## config.mk

```make
export PLATFORM = sky130hd
export DESIGN_NAME = instr_fetch_flat
export DESIGN_NICKNAME = d
export VERILOG_FILES = /design/src/rtl/instr_fetch_pkg.sv /design/src/rtl/instr_fetch_if.sv /design/src/rtl/instr_fetch.sv /design/src/flat_wrapper.sv
export SDC_FILE = /design/constraint.sdc
export NUM_CORES = 1
export LEC_CHECK = 0
export CORE_MARGIN = 5
export CORE_UTILIZATION = 40
export DETAILED_ROUTE_END_ITERATION = 8
export PLACE_DENSITY = 0.77
export SLEW_MARGIN = 20
export SYNTH_ARGS = -nofsm -noshare
export SYNTH_HDL_FRONTEND = slang
export SYNTH_SLANG_ARGS = --single-unit
```

## constraint.sdc

```tcl
create_clock -name clk -period 1.65 [get_ports clk]
set_input_delay 0.33 -clock clk [delete_from_list [all_inputs] [get_ports clk]]
set_output_delay 0.33 -clock clk [all_outputs]
set_load 0.02 [all_outputs]
```

## src/rtl/instr_fetch_pkg.sv

```systemverilog
// Shared types for the instruction fetch unit: bus widths and the FSM state encoding.
package instr_fetch_pkg;

  localparam int ADDR_W  = 8;
  localparam int WORD_W  = 16;
  localparam int INSTR_W = 2 * WORD_W;

  typedef logic [ADDR_W-1:0]  addr_t;
  typedef logic [WORD_W-1:0]  word_t;
  typedef logic [INSTR_W-1:0] instr_t;

  typedef enum logic [2:0] {
    ST_IDLE    = 3'd0,
    ST_REQ_HI  = 3'd1,
    ST_WAIT_HI = 3'd2,
    ST_REQ_LO  = 3'd3,
    ST_WAIT_LO = 3'd4,
    ST_DONE    = 3'd5
  } state_t;

endpackage

```

## src/rtl/instr_fetch_if.sv

```systemverilog
// Word-wide memory bus between the fetch unit (master) and instruction memory (slave).
interface instr_fetch_if;
  import instr_fetch_pkg::*;

  addr_t mem_address;
  logic  mem_start;
  logic  mem_rwn;
  word_t mem_data_in;
  word_t mem_data_out;
  logic  mem_ready;

  modport master (
    output mem_address,
    output mem_start,
    output mem_rwn,
    output mem_data_in,
    input  mem_data_out,
    input  mem_ready
  );

  modport slave (
    input  mem_address,
    input  mem_start,
    input  mem_rwn,
    input  mem_data_in,
    output mem_data_out,
    output mem_ready
  );

endinterface

```

## src/rtl/instr_fetch.sv

```systemverilog
// Instruction fetch unit: reads a 32-bit instruction as two 16-bit words (pc, pc+1)
// from a handshaked memory, then advances pc by two.
module instr_fetch
  import instr_fetch_pkg::*;
#(
  parameter addr_t RESET_PC = 8'd0
) (
  input  logic          clk,
  input  logic          reset,
  input  logic          fetch,
  input  logic          jump,
  input  addr_t         jump_target,
  output instr_t        instr,
  output logic          instr_valid,
  output addr_t         pc,
  output logic          busy,
  instr_fetch_if.master mem
);

  localparam addr_t PC_STEP_1 = addr_t'(1);
  localparam addr_t PC_STEP_2 = addr_t'(2);

  state_t state;
  state_t state_next;

  // State register
  // NOTE: sequential state uses non-blocking assignments so every register
  // samples the pre-edge values of its neighbours.
  always_ff @(posedge clk) begin
    if (reset) begin
      state <= ST_IDLE;
    end else begin
      state <= state_next;
    end
  end

  // Next-state logic; mem_ready is only looked at in the wait states.
  // NOTE: state_next gets a default before the case so no path infers a latch.
  always_comb begin
    state_next = state;
    case (state)
      ST_IDLE:    if (fetch) state_next = ST_REQ_HI;
      ST_REQ_HI:  state_next = ST_WAIT_HI;
      ST_WAIT_HI: if (mem.mem_ready) state_next = ST_REQ_LO;
      ST_REQ_LO:  state_next = ST_WAIT_LO;
      ST_WAIT_LO: if (mem.mem_ready) state_next = ST_DONE;
      ST_DONE:    state_next = ST_IDLE;
      default:    state_next = ST_IDLE;
    endcase
  end

  // Moore outputs decoded from the current state
  always_comb begin
    busy          = (state != ST_IDLE);
    instr_valid   = (state == ST_DONE);
    mem.mem_start = (state == ST_REQ_HI) || (state == ST_REQ_LO);
  end

  assign mem.mem_rwn     = 1'b1;
  assign mem.mem_data_in = '0;

  // Datapath. mem_address is loaded on entry to each request state so it is
  // stable during the strobe and simply holds afterwards. A simultaneous jump
  // and fetch sends the fetch to jump_target, since pc is only updated here.
  always_ff @(posedge clk) begin
    if (reset) begin
      pc              <= RESET_PC;
      instr           <= '0;
      mem.mem_address <= '0;
    end else begin
      case (state)
        ST_IDLE: begin
          if (jump) begin
            pc <= jump_target;
          end
          if (fetch) begin
            mem.mem_address <= jump ? jump_target : pc;
          end
        end
        ST_WAIT_HI: begin
          if (mem.mem_ready) begin
            instr[INSTR_W-1:WORD_W] <= mem.mem_data_out;
            mem.mem_address         <= pc + PC_STEP_1;
          end
        end
        ST_WAIT_LO: begin
          if (mem.mem_ready) begin
            instr[WORD_W-1:0] <= mem.mem_data_out;
            pc                <= pc + PC_STEP_2;
          end
        end
        default: ;
      endcase
    end
  end

endmodule

```

## src/flat_wrapper.sv

```systemverilog
// flat-port wrapper written by rule: the top's interface ports become plain ports
module instr_fetch_flat import instr_fetch_pkg::*;
#(
  parameter addr_t RESET_PC = 8'd0
)
  (clk, reset, fetch, jump, jump_target, instr, instr_valid, pc, busy, mem_mem_address, mem_mem_start, mem_mem_rwn, mem_mem_data_in, mem_mem_data_out, mem_mem_ready);
  instr_fetch_if mem_i ();
  input  logic clk;
  input  logic reset;
  input  logic fetch;
  input  logic jump;
  input  addr_t jump_target;
  output instr_t instr;
  output logic instr_valid;
  output addr_t pc;
  output logic busy;
  output wire logic [$bits(mem_i.mem_address)-1:0] mem_mem_address;
  output wire logic [$bits(mem_i.mem_start)-1:0] mem_mem_start;
  output wire logic [$bits(mem_i.mem_rwn)-1:0] mem_mem_rwn;
  output wire logic [$bits(mem_i.mem_data_in)-1:0] mem_mem_data_in;
  input wire logic [$bits(mem_i.mem_data_out)-1:0] mem_mem_data_out;
  input wire logic [$bits(mem_i.mem_ready)-1:0] mem_mem_ready;
  assign mem_mem_address = mem_i.mem_address;
  assign mem_mem_start = mem_i.mem_start;
  assign mem_mem_rwn = mem_i.mem_rwn;
  assign mem_mem_data_in = mem_i.mem_data_in;
  assign mem_i.mem_data_out = mem_mem_data_out;
  assign mem_i.mem_ready = mem_mem_ready;
  instr_fetch #(.RESET_PC(RESET_PC)) u_core (.clk(clk), .reset(reset), .fetch(fetch), .jump(jump), .jump_target(jump_target), .instr(instr), .instr_valid(instr_valid), .pc(pc), .busy(busy), .mem(mem_i));
endmodule
```

Word level (Yosys, flattened, before mapping)
Cells that the tools add are included.

storage, ports and cells
  input bits = 29
  output and inout bits = 68
  register bits after elaboration = 51
  logic and storage cells = 35

operators by class
  eq/ne operators = 8
  reduce and logical (&&, ||, !) cells = 10
  multiplexer cells = 10
  add/sub/neg operators = 2

operators with widths
  operator                                              number
  2-to-1 mux 8 bit                                      4
  one-hot mux 8 bit (2 select lines)                    2
  one-hot mux 3 bit (5 select lines)                    1
  2-to-1 mux 3 bit                                      3
  adder 8 x 1 -> 8 bit (second input constant)          1
  adder 8 x 2 -> 8 bit (second input constant)          1
  equality test 3 x 2 -> 1 bit (second input constant)  2
  equality test 3 bit (second input constant)           2
  inequality test 2 bit (second input constant)         3
  AND reduction 2 bit                                   3
  AND reduction 3 bit                                   2
  nonzero test 2 bit                                    2
  equality test 3 x 1 -> 1 bit (second input constant)  1
  logical NOT 3 bit                                     1
  nonzero test 3 bit                                    1
  logical OR 1 bit                                      1

Depth between registers and ports, before layout
  word-level depth = 3
  depth in mapped cells = 6
  gate-level depth less buffers = 5

Least setup slack after synthesis
OpenSTA, ideal clock, no wires.

  kind = reg-to-reg
  from = register u_core.pc[1]
  to = register u_core.mem.mem_address[7]
  stages on the path, launching flop included = 6
  path slack = -0.011 ns
  arrival = 1.539 ns
  setup time = 0.122 ns
  period minus slack after synthesis = 1.661 ns
  path buffers = 0
  data required time = 1.528 ns
  cell sequence = dfxtp_1 -> ha_1 -> and4_1 -> nand3_1 -> xnor2_1 -> a311o_1

on the way
  longest elaborated chain between the ends = 3

ends and longest elaborated chain
  item                                RTL line              source
  start: declaration                  instr_fetch.sv:15     output addr_t pc,
  start signal: assignment            instr_fetch.sv:74     pc <= jump_target;
  start signal: assignment            instr_fetch.sv:89     pc <= pc + PC_STEP_2;
  adder 8 x 1 -> 8 bit                instr_fetch.sv:83     mem.mem_address <= pc + PC_STEP_1;
  2-to-1 mux 8 bit                    instr_fetch.sv:81     if (mem.mem_ready) begin
  one-hot mux 8 bit (2 select lines)  instr_fetch.sv:71     case (state)
  end signal: assignment              instr_fetch.sv:77     mem.mem_address <= jump ? jump_target : pc;
  end signal: assignment              instr_fetch.sv:83
  end: declaration                    instr_fetch_if.sv:13  output mem_address,

No other way between the ends. The select of a mux whose other input is x is not followed.
A chain may end at the register's enable or synchronous reset.

Worst setup path in the final report
  from = register u_core.pc[6]
  to = output port pc[6]

RTL lines
  item              RTL line            source
  end: declaration  flat_wrapper.sv:15  output addr_t pc;

No word-level cell between the ends.

==> impl_metrics.tcl <==
set metrics [dict create \
    status "completed" \
    endpoint_kind "output pin" \
    numCtsBuffers 5 \
    min_period_ns 1.62 \
    worstPathMaxFanout 2 \
    slew_violations 0 \
    vias 2499 \
    gp_congestion 0.864 \
    num_antenna_cells 0 \
    rows 29 \
    synth-seq-cells 51 \
    path_clk_slew_ns 0.09 \
    antenna_found_initial 0 \
    p_int_mw 2.07 \
    wl_per_cell_um 14.3 \
    fin_skew_ns 0.00626 \
    synth_edf_count 0 \
    drc 0 \
    drive_gt1_share_pct 17.5 \
    grt_pass1_vias 2404 \
    worst_ir_drop_vdd_uv 440 \
    multi_input_area_mm2 0.00133 \
    hold_path_depth 2 \
    overflow 0 \
    cp.depth 1 \
    yosysWarningCount 0 \
    hold_violations 0 \
    critPathKind "flip-flop to output pin" \
    swShare_pct 31.7 \
    crit_slowest_cell "clkdlybuf4s50_1" \
    drt_first_pass_iters 4 \
    nets 446 \
    power.density_mw_per_mm2 822 \
    io_buffers 79 \
    start_util_pct 40.6 \
    fp.dieW_um 89.8 \
    period_share_pct 98.0 \
    combPwrFrac_pct 28.8 \
    cts_sinks 51 \
    p_leak_nw 1.55 \
    setup_ws_ns 0.0322 \
    dieArea_mm2 0.00806 \
    die_height_um 89.8 \
    syn_avg_cell_area_um2 8.08 \
    drtIter0Drc 104 \
    cp-start-kind "flip-flop" \
    routed_wl_mm 7.06 \
    synthCells 315 \
    hold_class "primary input to flip-flop" \
    synth.cell_area_mm2 0.00255 \
    fmax_mhz 618 \
    grt_max_degree 25 \
    htreeDepth 2 \
    worstPathBufferInverterCount 1 \
    grt_pass1_wl_mm 11.9 \
    seq_area_frac_synth_pct 40.1 \
    hold_ws_ns 0.439 \
    cts_tree "yes" \
    reg2reg_depth 4 \
    crit_arrival_ns 1.29 \
    fill_cells 555 \
    cap_violations 0 \
    ctsHoldBuffers 0 \
    p_sw_mw 0.958 \
    synth_async_sr_flop_share_pct 0 \
    core_area_mm2 0.00628 \
    critical-path-top-delay-family "buffers and inverters" \
    pre_cts_ws_ns -0.257 \
    grt.total_usage_pct 17.4 \
    clk_latency_ns 0.30 \
    ys_types 48 \
    finalSetupTns_ns 0 \
    via_per_inst 5.07 \
    area_delta_synth_final_pct 44.6 \
    cts_buffer_depth 2 \
    ioPinCount 97 \
    power_frac_seq_pct 45.9 \
    seq_area_mm2 0.00103 \
    ys.flop_type "dfxtp_1" \
    p_clk_share_pct 25.4 \
    critPathRequiredTime_ns 1.32 \
    crit_chain "clkdlybuf4s50_1" \
    finalSetupViolations 0 \
    cts-root-buf "clkbuf_8" \
    mostFrequentLayoutCells "nand2_1, clkdlybuf4s50_1, a21oi_1, dfxtp_1, buf_4" \
    drt.antenna.violating_nets 0 \
    layout_commonest_cell "nand2_1" \
    cpPeakStageDelay_ns 0.62 \
    dpl.hpwl_mm 5.31 \
]
==> cell usage after synthesis, drive strengths merged, types with 5 or more instances <==
cell    instances  share of area, %
a211oi          5               1.7
a21oi          47               9.2
buf            25               7.4
clkbuf         15               3.4
dfxtp          51                40
inv             5              0.74
mux2i          11               4.3
nand2          78                11
nand3           7               1.4
nor2           13               2.2
nor3            5              0.98
o21ai           6               1.2
==> power by group through the flow <==
| stage | Clock, mW | Combinational [mW] | Sequential [mW] |
|---|---|---|---|
| after floorplan | 0 | 0.434 | 1.46 |
| after global placement | 0 | 0.846 | 1.41 |
| after detailed placement | 0 | 0.859 | 1.41 |
| after CTS | 0.792 | 0.846 | 1.39 |
| after global routing | 0.844 | 0.936 | 1.40 |
| final | 0.767 | 0.870 | 1.39 |
==> timing repair <==
item / in CTS / in global routing
resized for setup: 16 / 20
setup buffers: 0 / 2
setup endpoints to repair: 22 / 31
==> flip-flops by register name, indices dropped and copies added (netlist names) <==
name,cells
u_core.instr,32
u_core.mem.mem_address,8
u_core.pc,8
u_core.state,3
==> layer usage <==
layer  vias to the layer above  GRT usage, %  wire, µm
met5                         -             0         0
met4                         0          7.93       165
met3                        14          2.67       360
met2                        79          28.4      3470
met1                      1162          22.5      3060
li1                       1244             -         -
==> stage by stage <==
step	utilization [%]	cells	power, mW	cell area (µm²)
after detailed placement	56.2	483	2.27	3530
after global routing	58.6	493	3.18	3680
final	58.6	493	3.03	3680
after global placement	56.2	483	2.26	3530
after CTS	57.8	491	3.02	3630
after floorplan	-	330	1.89	2610
==> kinds of logic after synthesis <==
family | count (synthesis) | share of synthesized area, %
buf+inv | 45 | 11.5
xor+xnor | 5 | 1.72
mux | 14 | 5.80
flops | 51 | 40.1
compound gates | 69 | 15.7
simple gates | 127 | 23.9
other cells | 2 | 0.295
fa+ha+maj | 2 | 0.983
==> worst paths after layout <==
| path | slack [ns] | to | start |
|---|---|---|---|
| setup / recovery | 0.03 | pc[6] | u_core.pc[6] |
| hold reg to reg | 0.46 | u_core.instr[5] | u_core.instr[5] |
| setup reg to reg | 0.05 | u_core.pc[6] | u_core.state[1] |
| hold / removal | 0.44 | u_core.instr[0] | reset |
==> layout make-up <==
| class | instances | share of cell area [%] |
|---|---|---|
| multi-input combinational | 234 | 36.0 |
| timing repair buffer | 118 | 30.1 |
| sequential | 51 | 28.0 |
| tap | 77 | 2.62 |
| clock buffer | 6 | 2.24 |
| inverter | 5 | 0.510 |
| clock inverter | 2 | 0.442 |
==> worst register-to-register path, cell delays in order (launching register included) <==
cell       delay (ns)
dfxtp_4          0.40
buf_4            0.15
or3b_2           0.51
nor4_2           0.33
a2111oi_2        0.08
Power figures use the tool's default switching activity.
==> RTL change 1, RTL diff (same settings) <==
Encoding of `state_t`: now Gray code (3 bits for 6 states).
--- a/src/rtl/instr_fetch_pkg.sv
+++ b/src/rtl/instr_fetch_pkg.sv
@@ -10,12 +10,12 @@
   typedef logic [INSTR_W-1:0] instr_t;
 
   typedef enum logic [2:0] {
-    ST_IDLE    = 3'd0,
-    ST_REQ_HI  = 3'd1,
-    ST_WAIT_HI = 3'd2,
-    ST_REQ_LO  = 3'd3,
-    ST_WAIT_LO = 3'd4,
-    ST_DONE    = 3'd5
+    ST_IDLE    = 3'b000,
+    ST_REQ_HI  = 3'b001,
+    ST_WAIT_HI = 3'b011,
+    ST_REQ_LO  = 3'b010,
+    ST_WAIT_LO = 3'b110,
+    ST_DONE    = 3'b111
   } state_t;
 
 endpackage
Check against the original RTL: no difference found for any inputs over 10 cycles, from zero or initial values and one cycle with reset high; not proved beyond that.
==> RTL change 1 against the unedited design <==
  * Worst hold slack gained 0.017 ns
  * Highest routed layer unchanged
  * Cell area decreased by 1.7%
  * Via count about the same
  * Area after synthesis grew 1.1%
  * Sequential cell count unchanged
  * Global-route usage fell by 0.44 points
  * Die area is 0.96% higher
  * Maximum frequency up 0.45%
  * Combinational power down 21%
  * Routed wire length increased by 1.3%
  * First-iteration DRC count increased by 2.9%
  * Worst setup slack gained 0.0073 ns
  * Total power fell by 5.2%
==> RTL change 1: results <==
set metrics [dict create \
    outcome "completed" \
    fin_skew_ns 0.00552 \
    synth_fa_ha_area_share_pct 1.46 \
    gp_congestion 0.870 \
    peakVddDrop_mv 0.457 \
    nFillCells 580 \
    seq_area_frac_synth_pct 39.7 \
    seq_share_pct 28.3 \
    clk_share_pct 2.94 \
    rrSetupSlack_ns 0.07 \
    synth_area_leaders "dfxtp_1 40%, nand2_1 11%, a21oi_1 8.4%, buf_4 6.7%, mux2i_1 2.7%" \
    holdPathEnd "u_core.instr[7]$_SDFFE_PP0P_" \
    drt-wirelength-per-cell_um 14.7 \
    cp-endpoint "pc[3]" \
    grtUsageTotal_pct 17.0 \
    rr_worst_depth 6 \
    multi_input_area_share_pct 37.5 \
    signal_buffers 110 \
    synthMuxAreaShare_pct 3.60 \
    whs_ns 0.456 \
    synthXorXnorAreaFrac_pct 0.681 \
    dp.cells 479 \
    min-delay-start "u_core.instr[7]$_SDFFE_PP0P_" \
    drive_gt1_share_pct 14.8 \
    nMultiInputCombCells 242 \
    wl_um 7150 \
    ys_types 53 \
    p_leak_nw 1.41 \
    grt_pass1_wl_um 11700 \
    reg2reg_to "u_core.mem.mem_address[4]$_SDFFE_PP0P_" \
    dr.first_iter.drc_count 107 \
]
-- RTL change 1: metal layers --
metal	part of all wire (%)	up-vias	routed length (um)	track usage (%)
met5	0	-	0	0
met4	2.5	0	182	7.20
met3	5.3	13	378	2.34
met2	49	93	3510	27.9
met1	43	1146	3080	22.2
li1	-	1245	-	-
-- RTL change 1: through the flow --
step / power, W / setup TNS (ns) / util, % / cell area (sq um) / setup WS (ns)
after global placement: 0.00205 / -1.84 / 55.5 / 3500 / -0.167
after CTS: 0.00290 / 0 / 57.3 / 3620 / 0.00270
after global routing: 0.00300 / -0.000655 / 57.3 / 3620 / -0.000655
final: 0.00287 / 0 / 57.3 / 3620 / 0.0395
after floorplan: 0.00177 / 0 / - / 2630 / 0.114
after detailed placement: 0.00206 / -3.19 / 55.5 / 3500 / -0.204
-- RTL change 1: power by group --
part	total [W]	switching (W)	internal, W
sequential	0.00133	0.0000492	0.00128
clock	0.000848	0.000405	0.000444
combinational	0.000688	0.000373	0.000315
total	0.00287	0.000827	0.00204
==> RTL change 2, RTL diff (same settings) <==
Made on the original files. The package constant `WORD_W` goes from 16 to 14.
--- a/src/rtl/instr_fetch_pkg.sv
+++ b/src/rtl/instr_fetch_pkg.sv
@@ -2,7 +2,7 @@
 package instr_fetch_pkg;
 
   localparam int ADDR_W  = 8;
-  localparam int WORD_W  = 16;
+  localparam int WORD_W  = 14;
   localparam int INSTR_W = 2 * WORD_W;
 
   typedef logic [ADDR_W-1:0]  addr_t;
Ports: changed (resized instr, mem_mem_data_in and mem_mem_data_out); port bits go from 97 to 89. No check against the original RTL was run, so the function may have changed too.
==> RTL change 2 against the unedited design <==
  * The flow now finishes with violations (setup timing)
  * Total power shrank 6.5%
  * Sequential cell count decreased by 4
  * Sequential power down 7%
  * Routed wire length down 3.3%
  * Cell count decreased by 6.1%
  * Via count is 5.4% lower
  * Cell area is 6.2% lower
  * Worst setup slack worse by 0.038 ns
  * Area after synthesis down 8.6%
  * Worst hold slack improved by 0.0038 ns
  * Combinational power is 6.8% lower
  * Clock skew rose by 0.0034 ns
  * Synthesized cell count is 6.0% lower
  * Critical path type is now reg -> reg
  * Largest cell class unchanged
  * Highest routed layer unchanged
==> RTL change 2: results <==
set metrics [dict create \
    grt_pass1_vias 2194 \
    clk_pin_slew_ns 0.10 \
    placed_area_sq_um 3270 \
    grt_max_degree 22 \
    worstSetupEndpointType "flip-flop" \
    seq_area_frac_synth_pct 40.5 \
    multi_input_area_sq_um 1250 \
    port_buffers 73 \
    arrival_ns 1.88 \
    grt_pass1_wl_um 10700 \
    syn_area_per_cell_sq_um 7.86 \
    fin_skew_ns 0.00969 \
    power.density_nw_per_um2 819 \
    ys_types 47 \
    p_leak_nw 1.45 \
    grt_overflow 0 \
    worstReg2RegStart "u_core.state[0]$_SDFFE_PP0P_" \
    setup_tns_ns -0.00585 \
    dp_hpwl_um 5110 \
    synth_area_leaders "dfxtp_1 40%, nand2_1 11%, a21oi_1 8.8%, buf_4 5.2%, mux2i_1 3.0%" \
    htreeDepth 2 \
    gp_congestion 0.900 \
    dp.cells 454 \
    async_reset_ff_share_pct 0 \
    drive_gt1_share_pct 18.2 \
    violations "setup timing" \
    nNetsFinal 419 \
    dr.first_iter.drc_count 181 \
    first_pass_iters 4 \
    antenna_cells 0 \
    grtUsageTotal_pct 18.0 \
    rr_worst_depth 6 \
    peakVddDrop_mv 0.429 \
    outcome "finished with violations" \
    worstPathMaxFanout 6 \
    timing.final.ws_setup_ns -0.00585 \
    viasPerCell 5.10 \
    p_comb_share_pct 28.7 \
    final_cells 463 \
    setup_viol 1 \
    reg_top3 "u_core.instr: 28 flops, u_core.mem.mem_address: 8 flops, u_core.pc: 8 flops" \
    synthTopCellsByCount "71 x nand2_1, 47 x dfxtp_1, 41 x a21oi_1" \
    nFillCells 532 \
    p_seq_w 0.00129 \
    switching_share_pct 32.9 \
    cpPeakStageDelay_ns 0.40 \
    pre_cts_slack_ns -0.236 \
    crit_path_top_delay_cell "or3b_4" \
    cp_top_family "simple AND/OR/NAND/NOR gates" \
    wl_um 6830 \
]
[RTL change 2: worst min-delay path by stage]
| stage | from | depth (start not counted) | slack, ns | to |
|---|---|---|---|---|
| floorplan | reset | 1 | 0.46 | u_core.mem.mem_address[7]$_SDFFE_PP0P_ |
| global placement | u_core.instr[6]$_SDFFE_PP0P_ | 2 | 0.44 | u_core.instr[6]$_SDFFE_PP0P_ |
| detailed placement | u_core.instr[4]$_SDFFE_PP0P_ | 2 | 0.45 | u_core.instr[4]$_SDFFE_PP0P_ |
| CTS | reset | 2 | 0.44 | u_core.mem.mem_address[3]$_SDFFE_PP0P_ |
| global route | reset | 2 | 0.47 | u_core.mem.mem_address[3]$_SDFFE_PP0P_ |
| finish | reset | 2 | 0.44 | u_core.mem.mem_address[3]$_SDFFE_PP0P_ |
[RTL change 2: layout make-up]
type | count | area share (%)
clock buffer | 5 | 1.99
clock inverter | 3 | 0.689
multi-input combinational | 222 | 36.4
sequential | 47 | 27.8
timing repair buffer | 110 | 30.2
tap | 72 | 2.61
inverter | 4 | 0.435
[RTL change 2: logic make-up (layout without fill, tap and decap cells)]
kind of cell / after synthesis / after routing / synth area share (%)
xor+xnor: 3 / 3 / 1.13
other cells: 2 / 15 / 0.323
fa+ha+maj: 2 / 2 / 1.08
flops: 47 / 47 / 40.5
compound gates: 67 / 67 / 17.0
buf+inv: 40 / 122 / 9.90
mux: 11 / 11 / 4.95
simple gates: 124 / 124 / 25.2
[RTL change 2: metal layers]
layer / routed length (um) / GRT usage [%]
met5: 0 / 0
met4: 136 / 6.52
met3: 506 / 3.52
met2: 3400 / 29.9
met1: 2780 / 23.2
[RTL change 2: what timing repair did]
action,CTS,global route
endpoints found under the setup margin,17,17
pin swaps,0,3
buffers inserted,0,1
gates cloned,0,0
gates resized for setup,21,27
